**src/rtl/axil_led_pkg.sv**
```systemverilog
// Shared definitions for the AXI-Lite LED controller: register map, CTRL fields,
// response codes and the byte-lane merge helper.
package axil_led_pkg;

  typedef enum logic [1:0] {
    REG_CTRL    = 2'd0,
    REG_PERIOD  = 2'd1,
    REG_PATTERN = 2'd2,
    REG_STATUS  = 2'd3
  } reg_idx_t;

  localparam int         CTRL_EN     = 0;
  localparam int         CTRL_MODE   = 1;
  localparam logic       MODE_BLINK  = 1'b0;
  localparam logic       MODE_ROTATE = 1'b1;
  localparam logic [1:0] RESP_OKAY   = 2'b00;

  // Merge write data into a register value one byte lane at a time.
  function automatic logic [31:0] apply_wstrb(input logic [31:0] old,
                                               input logic [31:0] data,
                                               input logic [3:0]  strb);
    logic [31:0] res;
    res = old;
    for (int b = 0; b < 4; b++) begin
      if (strb[b]) begin
        res[b*8 +: 8] = data[b*8 +: 8];
      end else begin
        res[b*8 +: 8] = old[b*8 +: 8];
      end
    end
    return res;
  endfunction

endpackage

```
**src/rtl/led_tick_engine.sv**
```systemverilog
// Free-running tick engine: divides the clock by the half-period and drives the
// LEDs in blink or rotate mode. A start (enable rise or restart) beats a tick.
module led_tick_engine
  import axil_led_pkg::*;
#(
  parameter int N_LEDS = 8
) (
  input  logic              clk,
  input  logic              rst,
  input  logic              en,
  input  logic              mode,
  input  logic [31:0]       period,
  input  logic [N_LEDS-1:0] pattern,
  input  logic              restart,
  output logic [N_LEDS-1:0] leds,
  output logic [15:0]       tick_count
);

  localparam int WRAP_SHIFT = N_LEDS - 1;

  logic              en_d;
  logic              phase;
  logic [31:0]       count;
  logic [31:0]       limit;
  logic              start;
  logic              tick;
  logic [N_LEDS-1:0] rotated;

  assign limit   = (period == 32'd0) ? 32'd0 : period - 32'd1;
  assign start   = en & (~en_d | restart);
  assign tick    = en & ~start & (count == limit);
  assign rotated = (leds << 1'b1) | (leds >> WRAP_SHIFT);

  // Counter, phase, LED state and tick count.
  always_ff @(posedge clk or posedge rst) begin
    if (rst) begin
      en_d       <= 1'b0;
      phase      <= 1'b0;
      count      <= 32'd0;
      leds       <= {N_LEDS{1'b0}};
      tick_count <= 16'd0;
    end else begin
      en_d <= en;
      if (!en) begin
        count <= 32'd0;
        phase <= 1'b0;
        leds  <= {N_LEDS{1'b0}};
      end else if (start) begin
        count <= 32'd0;
        phase <= 1'b1;
        leds  <= pattern;
      end else if (tick) begin
        count      <= 32'd0;
        tick_count <= tick_count + 16'd1;
        if (mode == MODE_ROTATE) begin
          leds <= rotated;
        end else begin
          phase <= ~phase;
          leds  <= phase ? {N_LEDS{1'b0}} : pattern;
        end
      end else begin
        count <= count + 32'd1;
      end
    end
  end

endmodule

```
**src/rtl/axil_led_ctrl.sv**
```systemverilog
// AXI4-Lite register block for the board LEDs: CTRL/PERIOD/PATTERN/STATUS
// registers plus the tick engine that sequences the outputs.
module axil_led_ctrl
  import axil_led_pkg::*;
#(
  parameter int          N_LEDS         = 8,
  parameter int          ADDR_WIDTH     = 40,
  parameter logic [31:0] DEFAULT_PERIOD = 32'd50_000_000
) (
  input  logic                  pl_sys_clk,
  input  logic                  axil_rst,
  input  logic [ADDR_WIDTH-1:0] s_axil_awaddr,
  input  logic [2:0]            s_axil_awprot,
  input  logic                  s_axil_awvalid,
  output logic                  s_axil_awready,
  input  logic [31:0]           s_axil_wdata,
  input  logic [3:0]            s_axil_wstrb,
  input  logic                  s_axil_wvalid,
  output logic                  s_axil_wready,
  output logic [1:0]            s_axil_bresp,
  output logic                  s_axil_bvalid,
  input  logic                  s_axil_bready,
  input  logic [ADDR_WIDTH-1:0] s_axil_araddr,
  input  logic [2:0]            s_axil_arprot,
  input  logic                  s_axil_arvalid,
  output logic                  s_axil_arready,
  output logic [31:0]           s_axil_rdata,
  output logic [1:0]            s_axil_rresp,
  output logic                  s_axil_rvalid,
  input  logic                  s_axil_rready,
  output logic [N_LEDS-1:0]     leds
);

  logic              aw_held;
  logic              w_held;
  reg_idx_t          aw_idx;
  logic [31:0]       wdata_q;
  logic [3:0]        wstrb_q;
  logic              aw_hs;
  logic              w_hs;
  logic              ar_hs;
  logic              wr_fire;
  reg_idx_t          wr_idx;
  logic [31:0]       wr_data;
  logic [3:0]        wr_strb;
  logic              en;
  logic              mode;
  logic [31:0]       period;
  logic [N_LEDS-1:0] pattern;
  logic              restart;
  logic [15:0]       tick_count;
  logic [31:0]       ctrl_wr;
  logic [31:0]       period_wr;
  logic [31:0]       pattern_wr;
  logic [31:0]       rd_mux;
  logic              unused_ok;

  assign unused_ok = ^{s_axil_awprot, s_axil_arprot, s_axil_awaddr, s_axil_araddr,
                       ctrl_wr, pattern_wr};

  assign s_axil_awready = ~axil_rst & ~aw_held & ~s_axil_bvalid;
  assign s_axil_wready  = ~axil_rst & ~w_held & ~s_axil_bvalid;
  assign s_axil_arready = ~axil_rst & ~s_axil_rvalid;
  assign s_axil_bresp   = RESP_OKAY;
  assign s_axil_rresp   = RESP_OKAY;

  assign aw_hs = s_axil_awvalid & s_axil_awready;
  assign w_hs  = s_axil_wvalid & s_axil_wready;
  assign ar_hs = s_axil_arvalid & s_axil_arready;

  // A write completes on the edge where both address and data are available.
  assign wr_fire = (aw_held | aw_hs) & (w_held | w_hs) & ~s_axil_bvalid;
  assign wr_idx  = aw_held ? aw_idx : reg_idx_t'(s_axil_awaddr[3:2]);
  assign wr_data = w_held ? wdata_q : s_axil_wdata;
  assign wr_strb = w_held ? wstrb_q : s_axil_wstrb;

  // Byte-lane merged candidates for each writable register.
  always_comb begin
    ctrl_wr    = apply_wstrb({30'd0, mode, en}, wr_data, wr_strb);
    period_wr  = apply_wstrb(period, wr_data, wr_strb);
    pattern_wr = apply_wstrb(32'(pattern), wr_data, wr_strb);
  end

  // Write address/data capture and response handshake.
  always_ff @(posedge pl_sys_clk or posedge axil_rst) begin
    if (axil_rst) begin
      aw_held       <= 1'b0;
      w_held        <= 1'b0;
      aw_idx        <= REG_CTRL;
      wdata_q       <= 32'd0;
      wstrb_q       <= 4'd0;
      s_axil_bvalid <= 1'b0;
    end else if (s_axil_bvalid && s_axil_bready) begin
      s_axil_bvalid <= 1'b0;
      aw_held       <= 1'b0;
      w_held        <= 1'b0;
    end else begin
      if (aw_hs) begin
        aw_held <= 1'b1;
        aw_idx  <= reg_idx_t'(s_axil_awaddr[3:2]);
      end
      if (w_hs) begin
        w_held  <= 1'b1;
        wdata_q <= s_axil_wdata;
        wstrb_q <= s_axil_wstrb;
      end
      if (wr_fire) begin
        s_axil_bvalid <= 1'b1;
      end
    end
  end

  // Register file; restart tells the engine to reload after a config change.
  always_ff @(posedge pl_sys_clk or posedge axil_rst) begin
    if (axil_rst) begin
      en      <= 1'b0;
      mode    <= MODE_BLINK;
      period  <= DEFAULT_PERIOD;
      pattern <= {N_LEDS{1'b1}};
      restart <= 1'b0;
    end else if (wr_fire) begin
      case (wr_idx)
        REG_CTRL: begin
          en      <= ctrl_wr[CTRL_EN];
          mode    <= ctrl_wr[CTRL_MODE];
          restart <= ctrl_wr[CTRL_EN];
        end
        REG_PERIOD: begin
          period  <= period_wr;
          restart <= en;
        end
        REG_PATTERN: begin
          pattern <= pattern_wr[N_LEDS-1:0];
          restart <= en;
        end
        default: restart <= 1'b0;
      endcase
    end else begin
      restart <= 1'b0;
    end
  end

  // Read data selection from current register state.
  always_comb begin
    rd_mux = 32'd0;
    case (reg_idx_t'(s_axil_araddr[3:2]))
      REG_CTRL:    rd_mux = {30'd0, mode, en};
      REG_PERIOD:  rd_mux = period;
      REG_PATTERN: rd_mux = 32'(pattern);
      REG_STATUS: begin
        rd_mux        = 32'(leds);
        rd_mux[31:16] = tick_count;
      end
      default:     rd_mux = 32'd0;
    endcase
  end

  // Read response register.
  always_ff @(posedge pl_sys_clk or posedge axil_rst) begin
    if (axil_rst) begin
      s_axil_rvalid <= 1'b0;
      s_axil_rdata  <= 32'd0;
    end else if (ar_hs) begin
      s_axil_rvalid <= 1'b1;
      s_axil_rdata  <= rd_mux;
    end else if (s_axil_rvalid && s_axil_rready) begin
      s_axil_rvalid <= 1'b0;
    end
  end

  led_tick_engine #(
    .N_LEDS(N_LEDS)
  ) u_engine (
    .clk        (pl_sys_clk),
    .rst        (axil_rst),
    .en         (en),
    .mode       (mode),
    .period     (period),
    .pattern    (pattern),
    .restart    (restart),
    .leds       (leds),
    .tick_count (tick_count)
  );

endmodule

```
**config.mk**
```make
export PLATFORM = sky130hd
export DESIGN_NAME = axil_led_ctrl
export DESIGN_NICKNAME = d
export VERILOG_FILES = /design/src/rtl/axil_led_pkg.sv /design/src/rtl/led_tick_engine.sv /design/src/rtl/axil_led_ctrl.sv
export SDC_FILE = /design/constraint.sdc
export NUM_CORES = 1
export LEC_CHECK = 0
export CORE_ASPECT_RATIO = 0.75
export CORE_UTILIZATION = 60
export CTS_BUF_LIST = sky130_fd_sc_hd__clkbuf_2 sky130_fd_sc_hd__clkbuf_4 sky130_fd_sc_hd__clkbuf_8
export DETAILED_ROUTE_END_ITERATION = 6
export DONT_BUFFER_PORTS = 1
export PLACE_DENSITY = 0.81
export SLEW_MARGIN = 30
export SYNTH_ARGS = -nofsm -noshare
export SYNTH_HDL_FRONTEND = slang
export SYNTH_SLANG_ARGS = --single-unit
```
**constraint.sdc**
```tcl
create_clock -name pl_sys_clk -period 8.1 [get_ports pl_sys_clk]
set_clock_uncertainty 0.1 [all_clocks]
set_input_delay 1.62 -clock pl_sys_clk [delete_from_list [all_inputs] [get_ports pl_sys_clk]]
set_output_delay 1.62 -clock pl_sys_clk [all_outputs]
set_load 0.05 [all_outputs]
```
==> metrics.cfg, run 1 <==
[run_status]
status = finished with violations
violations = DRC

[global_routing]
grtUsageTotal_pct = 29.7
first_global_vias = 7052
grt_pass1_wl_microns = 38300
grt_start_max_net_pins = 107
overflow = 0
antenna_found_initial = 0

[layout]
fin_nets = 1100
drive_gt1_share_pct = 15.4
layout_common_cells = dfrtp_1 (154), nor2_1 (107), nand2_1 (92)
final_util_pct = 64.6
final_area_sq_um = 10300
layout_commonest_cell = dfrtp_1
diodes = 0
area_growth_pct = 5.35

[worst_setup_path]
cp-start-kind = flop
reg2reg_slack_ns = 2.54
cp_max_fo = 40
critPathArrivalTime_ns = 5.81
r2r_end = u_engine.leds[3]
worstPathRequired_ns = 8.35
r2r_cells = 12
endpoint_kind = flop
r2r-start = period[0]
worst-setup-path-type = reg -> reg

[clocking]
cts_tree = yes
root_buffer = clkbuf_8
cts_htree_levels = 4
ctsHoldBuffers = 0
numCtsBuffers = 17
cts_sinks = 175
clk_latency_ns = 0.47
cts_resized = 0
cts_setup_buffers = 0
cts.path.max_buffers = 2
clk_pin_slew_ns = 0.09

[timing]
finalSetupViolCount = 0
slew_viol_final = 0
fin_crit_ns = 5.56
rsz0062_at_grt = no
tns_ns = 0
hold_viol_final = 0
fmaxAchievable_mhz = 180
max-slew-margin-rel_pct = 36.6
worstMarginPinSlew_ns = 0.950
finalCritPeriodShare_pct = 68.7

[drt]
vias = 7527
first_pass_iters = 7
wl_per_cell_microns = 20.1
drc = 1
ant_nets = 0
routed_wl_microns = 23900
initialDrtViolationCount = 722
vias_per_cell = 6.34

[place]
portBuffers = 0
place_congestion = 0.929
post_dp_cell_area_sq_um = 9880
dp_hpwl_microns = 16700

[yosys]
synth_area_sq_um = 9800
synthDistinctLibCells = 76
synth_edf_count = 0
syn_area_per_cell_sq_um = 9.80
syn_inst = 1000
async_flop_share_pct = 100
yosysWarnings = 0
ys_seq_area_share_pct = 45.0
ys.flop_type = dfrtp_1
ys_ff_latch = 175

[power]
power_leakage_nw = 4.30
peakVddDrop_mv = 0.356
p_per_area_nw_per_um2 = 346
p_total_mw = 3.57

[flow_run]
cap_violations = 0

[die]
core_sq_um = 16000
rows = 40
die_h_microns = 113
design.portCount = 178
start_util_pct = 61.4
dieArea_sq_um = 16800
die_w_microns = 150

[min_path]
hold_class = reg -> reg
hold_path_depth = 1
whs_endpoint = u_engine.tick_count[15]
hp-start = u_engine.tick_count[15]

-- area by class of cell --
class	count	area, sq um
clock buffer	19	255
fill	1255	5650
tap	210	263
sequential	175	4410
timing repair buffer	7	56.3
inverter	24	97.6
multi-input combinational	739	5060
clock inverter	13	178
-- synthesized netlist by cell type (3+ instances only) --
cell type / n / share of area (%)
mux2i_1: 56 / 5.7
a21oi_1: 20 / 1.0
ha_1: 7 / 0.89
nor4_1: 24 / 1.5
o32ai_1: 3 / 0.27
xor2_1: 41 / 3.7
nor3_1: 26 / 1.3
and3_1: 8 / 0.51
nand3_1: 24 / 1.2
or4_1: 8 / 0.61
o31ai_1: 4 / 0.31
or3_1: 17 / 1.1
a31oi_1: 5 / 0.32
buf_4: 5 / 0.38
inv_1: 23 / 0.88
nor3b_1: 3 / 0.23
o21ai_0: 69 / 3.5
a21boi_0: 3 / 0.23
nor2b_1: 6 / 0.38
clkbuf_1: 44 / 1.7
mux2_2: 61 / 7.0
buf_2: 10 / 0.51
and4_1: 4 / 0.36
nor2_1: 109 / 4.2
nor4_2: 4 / 0.51
nand2b_1: 3 / 0.19
nand2_1: 93 / 3.6
dfstp_2: 20 / 5.4
xnor2_1: 31 / 2.8
buf_1: 6 / 0.23
nand4_1: 18 / 1.1
a22oi_1: 14 / 1.1
dfrtp_1: 155 / 40
a22o_1: 16 / 1.4
xnor3_1: 3 / 0.69
-- worst max path at each step --
stage | end | slack, ns | depth (start not counted) | startpoint
finish | u_engine.leds[3] | 2.54 | 12 | period[0]
global route | u_engine.leds[6] | 2.29 | 12 | period[0]
CTS | u_engine.leds[3] | 2.70 | 12 | period[0]
detailed placement | u_engine.leds[4] | 2.74 | 12 | period[0]
global placement | u_engine.leds[2] | 2.78 | 12 | period[0]
floorplan | pattern[0] | 1.15 | 7 | axil_rst
-- per-layer routing --
| layer | share of wire, % | track usage [%] | wire length, microns |
|---|---|---|---|
| met2 | 43 | 41.9 | 10300 |
| met1 | 45 | 45.8 | 10800 |
| met4 | 1.6 | 7.55 | 388 |
| met3 | 10 | 6.79 | 2440 |
| met5 | 0 | 0 | 0 |
-- worst max-delay path, cell delays in order (launching register included) --
cell,delay [ns]
dfrtp_1,0.49
inv_1,0.18
ha_1,0.23
nor4b_2,0.57
nand4_1,0.59
nor3_2,0.81
nor2_1,0.08
a221o_1,0.38
a2111oi_1,0.34
nand4_2,0.53
o21ai_2,0.29
buf_4,0.43
mux2_2,0.39
-- per-stage QoR --
step                setup WS, ns  hold slack [ns]  std cells
floorplan                   1.15            0.341       1003
global placement            2.78            0.359       1155
detailed placement          2.74            0.366       1155
CTS                         2.70            0.394       1187
global route                2.29            0.401       1187
finish                      2.54            0.395       1187
-- kinds of logic after synthesis --
group | after synthesis | synth area share, %
and+or+nand+nor | 368 | 19.0
DFF | 175 | 45.0
AOI/OAI and AO/OA | 164 | 10.7
muxes | 120 | 13.3
buffers and inverters | 89 | 3.73
xor gates and xnor gates | 76 | 7.37
adders and majority gates | 7 | 0.894
other | 1 | 0.0383
-- power by group --
group	internal [mW]	switching [mW]	total [mW]	leakage, nW
Clock	0.326	0.344	0.670	0.224
Combinational	0.556	0.676	1.23	1.84
Sequential	1.16	0.509	1.67	2.24
Total	2.04	1.53	3.57	4.30
-- flip-flops by register name, summed over array words and instances, names as in the netlist, 2 cells and up --
| name | count |
|---|---|
| aw_idx | 2 |
| pattern | 8 |
| period | 32 |
| s_axil_rdata | 32 |
| u_engine.count | 32 |
| u_engine.leds | 8 |
| u_engine.tick_count | 16 |
| wdata_q | 32 |
| wstrb_q | 4 |
(Power assumes the default switching activity.)
==> run 2, diff against run 1 <==
--- a/config.mk
+++ b/config.mk
@@ -10,7 +10,7 @@
 export CTS_BUF_LIST = sky130_fd_sc_hd__clkbuf_2 sky130_fd_sc_hd__clkbuf_4 sky130_fd_sc_hd__clkbuf_8
 export DETAILED_ROUTE_END_ITERATION = 6
 export DONT_BUFFER_PORTS = 1
-export PLACE_DENSITY = 0.81
+export PLACE_DENSITY = 0.84
 export SLEW_MARGIN = 30
 export SYNTH_ARGS = -nofsm -noshare
 export SYNTH_HDL_FRONTEND = slang
==> constraint.sdc (replaced) <==
create_clock -name pl_sys_clk -period 4.6 [get_ports pl_sys_clk]
set_clock_uncertainty 0.1 [all_clocks]
set_input_delay 0.92 -clock pl_sys_clk [delete_from_list [all_inputs] [get_ports pl_sys_clk]]
set_output_delay 0.92 -clock pl_sys_clk [all_outputs]
set_load 0.05 [all_outputs]
==> run 2 against run 1 <==
Net effect: the flow now finishes without violations; wire length up 3.2%; critical path type unchanged; worst hold slack worse by 0.32 ns; final area up 1.8%; count of clock-buffer cells in the layout down 2; clock power up 69%; via count up 1.9%; largest cell class unchanged; final cell count up 1.6%; critical path depth down 3; global-route usage up 0.95 points.
==> metrics.cfg, run 2 (synthesis results as in run 1) <==
[power]
power_leakage_nw = 4.39
clockPowerShare_pct = 17.7
peakVddDrop_mv = 0.598
swShare_pct = 43.8
p_seq_share_pct = 45.3
power_frac_comb_pct = 37.0
switchingPower_mw = 2.80
p_int_mw = 3.60
p_per_area_nw_per_um2 = 608

[global_routing]
first_global_vias = 7215
grtUsageTotal_pct = 30.7
overflow = 0
grt_pass1_wl_microns = 39200
grt_start_max_net_pins = 174
antenna_found_initial = 0

[clocking]
ctsHoldBuffers = 0
cts_htree_levels = 4
cts_tree = yes
clk_latency_ns = 0.49
numCtsBuffers = 17
cts.path.max_buffers = 2
cts_setup_buffers = 0
clk_pin_slew_ns = 0.11
cts_resized = 0
root_buffer = clkbuf_8
cts_sinks = 175

[timing]
worstMarginPinSlew_ns = 0.951
finalSetupViolCount = 0
finalCritPeriodShare_pct = 97.4
rsz0062_at_grt = no
fin_crit_ns = 4.48
slew_viol_final = 0
hold_slack_ns = 0.0780
fmaxAchievable_mhz = 223
hold_viol_final = 0
max-slew-margin-rel_pct = 36.6
tns_ns = 0

[place]
place_congestion = 0.960
post_dp_cell_area_sq_um = 10100
dp_hpwl_microns = 17500
portBuffers = 0
dp.cells = 1173

[drt]
drc = 0
vias_per_cell = 6.36
routed_wl_microns = 24700
first_pass_iters = 6
wl_per_cell_microns = 20.5
ant_nets = 0
vias = 7667
initialDrtViolationCount = 1027

[worst_setup_path]
endpoint_kind = flop
cp-startpoint = period[18]
worstPathRequired_ns = 4.87
cp-start-kind = flop
reg2reg_slack_ns = 0.12
r2r_cells = 9
cp_max_fo = 40
r2r-start = period[18]
r2r_end = u_engine.leds[2]
worst-setup-path-type = reg -> reg
critPathArrivalTime_ns = 4.75

[layout]
fillerInstances = 1245
final_cells = 1206
fin_nets = 1119
area_growth_pct = 7.24
layout_commonest_cell = dfrtp_1
layout_common_cells = dfrtp_1 (154), nor2_1 (107), nand2_1 (88)
diodes = 0
final_area_sq_um = 10500
drive_gt1_share_pct = 17.5

[die]
dieArea_sq_um = 16800
core_sq_um = 16000
start_util_pct = 61.4
die_h_microns = 113
rows = 40
die_w_microns = 150
design.portCount = 178

[flow_run]
cap_violations = 0

[min_path]
hold_class = in -> async

[run_status]
status = completed

[run 2: cell count changes in the layout (fill, tap and decap cells not counted), moves of 2 or more]
cell,delta
buf_12,+2
buf_4,+17
clkinv_8,+2
clkinvlp_4,+3
inv_8,-2
nand2_1,-4
nand2_2,+4
o21ai_0,-6
o21ai_1,+6
[run 2: worst max path at each step]
stage / to / depth (start not counted)
floorplan: period[8] / 7
global placement: u_engine.tick_count[1] / 13
detailed placement: u_engine.leds[1] / 10
CTS: u_engine.leds[2] / 10
global route: u_engine.leds[1] / 11
finish: u_engine.leds[2] / 9
[run 2: layout make-up]
class,count,area (sq um),area share [%]
clock inverter,15,184,1.75
sequential,175,4410,41.9
tap,210,263,2.50
clock buffer,17,234,2.23
inverter,24,93.8,0.893
multi-input combinational,739,5080,48.4
timing repair buffer,26,240,2.29
[run 2: metrics by stage]
step           utilization, %  power [mW]  worst slack [ns]
2_1_floorplan               -        4.53            -0.111
3_3_place_gp             63.0        5.10             0.437
3_5_place_dp             63.0        5.20             0.310
4_1_cts                  65.6        6.34             0.279
5_1_grt                  65.8        6.73            0.0388
6_report                 65.8        6.39             0.120
[run 2: per-layer routing]
layer  track usage [%]  wire [microns]
met1              45.1           11000
met3              9.51            2630
met5                 0               0
met2              42.9           10500
met4              9.59             505
[run 2: critical path, cell delays in order, from the launching register on]
cell	delay, ns
dfrtp_1	0.49
nor4_2	0.77
nand3_1	0.49
or3_1	0.56
or3_1	0.33
a31oi_1	0.30
o2111ai_1	0.39
o21ai_2	0.30
buf_12	0.25
mux2_2	0.37
[run 2: power by group through the flow]
stage | Clock [mW] | Sequential [mW] | Combinational (mW)
detailed placement | 0 | 2.91 | 2.30
CTS | 1.14 | 2.87 | 2.32
global route | 1.20 | 2.95 | 2.57
finish | 1.13 | 2.90 | 2.37
floorplan | 0 | 2.61 | 1.91
global placement | 0 | 2.87 | 2.22
==> run 3, diff against run 2 <==
--- a/config.mk
+++ b/config.mk
@@ -5,7 +5,6 @@
 export SDC_FILE = /design/constraint.sdc
 export NUM_CORES = 1
 export LEC_CHECK = 0
-export CORE_ASPECT_RATIO = 0.75
 export CORE_UTILIZATION = 60
 export CTS_BUF_LIST = sky130_fd_sc_hd__clkbuf_2 sky130_fd_sc_hd__clkbuf_4 sky130_fd_sc_hd__clkbuf_8
 export DETAILED_ROUTE_END_ITERATION = 6
==> run 3 against run 2 <==
Net effect: clock power fell by 5%; first-iteration DRC count down 39%; non-clock buffer count increased by 5; utilization rose by 0.43 points; highest routed layer unchanged; critical path depth up 3; critical endpoint is now u_engine.tick_count[1]; setup slack improved by 0.19 ns; final area is 0.15% higher; sequential power is 2% higher; via count barely moved.
==> metrics.cfg, run 3 (synthesis results as in run 1) <==
[timing]
slew_viol_final = 0
max-slew-margin-rel_pct = 34.3
hold_viol_final = 0
fin_crit_ns = 4.29
finalSetupViolCount = 0
fmaxAchievable_mhz = 233
worstMarginPinSlew_ns = 0.981
setup_ws_ns = 0.314
finalCritPeriodShare_pct = 93.2
rsz0062_at_grt = no

[layout]
layout_common_cells = dfrtp_1 (154), nor2_1 (108), nand2_1 (88)
fin_nets = 1124
drive_gt1_share_pct = 17.8
final_cells = 1217
area_growth_pct = 7.41
layout_commonest_cell = dfrtp_1
diodes = 0

[die]
rows = 46
design.portCount = 178
die_w_microns = 130
die_h_microns = 130
start_util_pct = 61.7
core_sq_um = 15900
dieArea_sq_um = 16800

[worst_setup_path]
worst-setup-path-type = reg -> reg
crit_chain = inv_1 -> ha_1 -> nor4b_2 -> buf_4 -> nand4_1 -> nor4_1 -> xnor2_1 -> a221o_1 -> a2111oi_1 -> nand4_2 -> or4_4 -> mux2_1
critPathArrivalTime_ns = 4.54
worstPathRequired_ns = 4.85
max_stage_delay_ns = 0.56
cp-start-kind = flop
endpoint_kind = flop
cp_max_fo = 6
reg2reg_slack_ns = 0.31
cp_slowest_cell = or4_4

[place]
dp_hpwl_microns = 17900
dp.cells = 1185
place_congestion = 0.941
portBuffers = 0
dp_slack_ns = 0.320

[flow_run]
cap_violations = 0

[drt]
vias = 7662
initialDrtViolationCount = 631
ant_nets = 0
vias_per_cell = 6.30
drc = 0
routed_wl_microns = 24600
wl_per_cell_microns = 20.2
first_pass_iters = 5

[power]
p_per_area_nw_per_um2 = 605
power_leakage_nw = 4.39
peakVddDrop_mv = 0.639

[clocking]
clk_pin_slew_ns = 0.11
cts_sinks = 175
cts_htree_levels = 4
cts_tree = yes
root_buffer = clkbuf_8
clk_latency_ns = 0.48
numCtsBuffers = 17
cts.path.max_buffers = 2

[global_routing]
overflow = 0
grtUsageTotal_pct = 30.8
first_global_vias = 7272
antenna_found_initial = 0
grt_start_max_net_pins = 73
grt_pass1_wl_microns = 39200

[min_path]
hold_class = reg -> reg

[run_status]
status = completed

## run 3: per-layer routing
layer / track usage [%] / wire [microns] / up-vias
met5: 0 / 0 / -
met4: 11.1 / 641 / 0
met3: 6.60 / 1960 / 50
met2: 47.4 / 11200 / 307
met1: 43.0 / 10800 / 3764
li1: - / - / 3541
## run 3: path summary, 6_finish.rpt
| kind | start | endpoint | cells after the start |
|---|---|---|---|
| max | period[1] | u_engine.tick_count[1] | 12 |
| min | u_engine.tick_count[15] | u_engine.tick_count[15] | 1 |
| max reg2reg | period[1] | u_engine.tick_count[1] | 12 |
| min reg2reg | u_engine.tick_count[15] | u_engine.tick_count[15] | 1 |
| max in group asynchronous | axil_rst | u_engine.leds[2] | 3 |
| min in group asynchronous | axil_rst | aw_held | 2 |
## run 3: area by class of cell
class,count,area [sq um]
clock buffer,17,234
clock inverter,15,173
fill,1284,5360
inverter,24,93.8
multi-input combinational,739,5080
sequential,175,4410
tap,216,270
timing repair buffer,31,262
## run 3: what timing repair did
item	4_1_cts	5_1_grt
endpoints found under the setup margin	0	12
endpoints found under the hold margin	0	0
setup buffers	0	0
resized for setup	0	1
hold buffers	0	0
## run 3: stage by stage
step	hold WS [ns]	instance area [sq um]	TNS (ns)	utilization, %	total power [mW]
final	0.382	10500	0	66.2	6.37
after global routing	0.395	10500	0	66.2	6.72
after CTS	0.384	10500	0	66.2	6.33
after detailed placement	0.368	10100	0	63.6	5.25
after global placement	0.355	10100	0	63.6	5.16
after floorplan	0.341	9880	-3.83	-	4.53
## run 3: critical path: cells and delay by family (launching register included)
family / cells / cell delay [ns]
AOI/OAI and AO/OA: 2 / 0.75
muxes: 1 / 0.34
DFF: 1 / 0.50
xor gates and xnor gates: 1 / 0.11
adders and majority gates: 1 / 0.24
buffers and inverters: 2 / 0.30
and+or+nand+nor: 5 / 1.83
## run 3: power breakdown
group          switching [mW]  internal, mW  leakage (nW)
Combinational            1.25          1.09          1.96
Clock                   0.663         0.411         0.193
Sequential              0.918          2.04          2.24
Total                    2.83          3.54          4.39
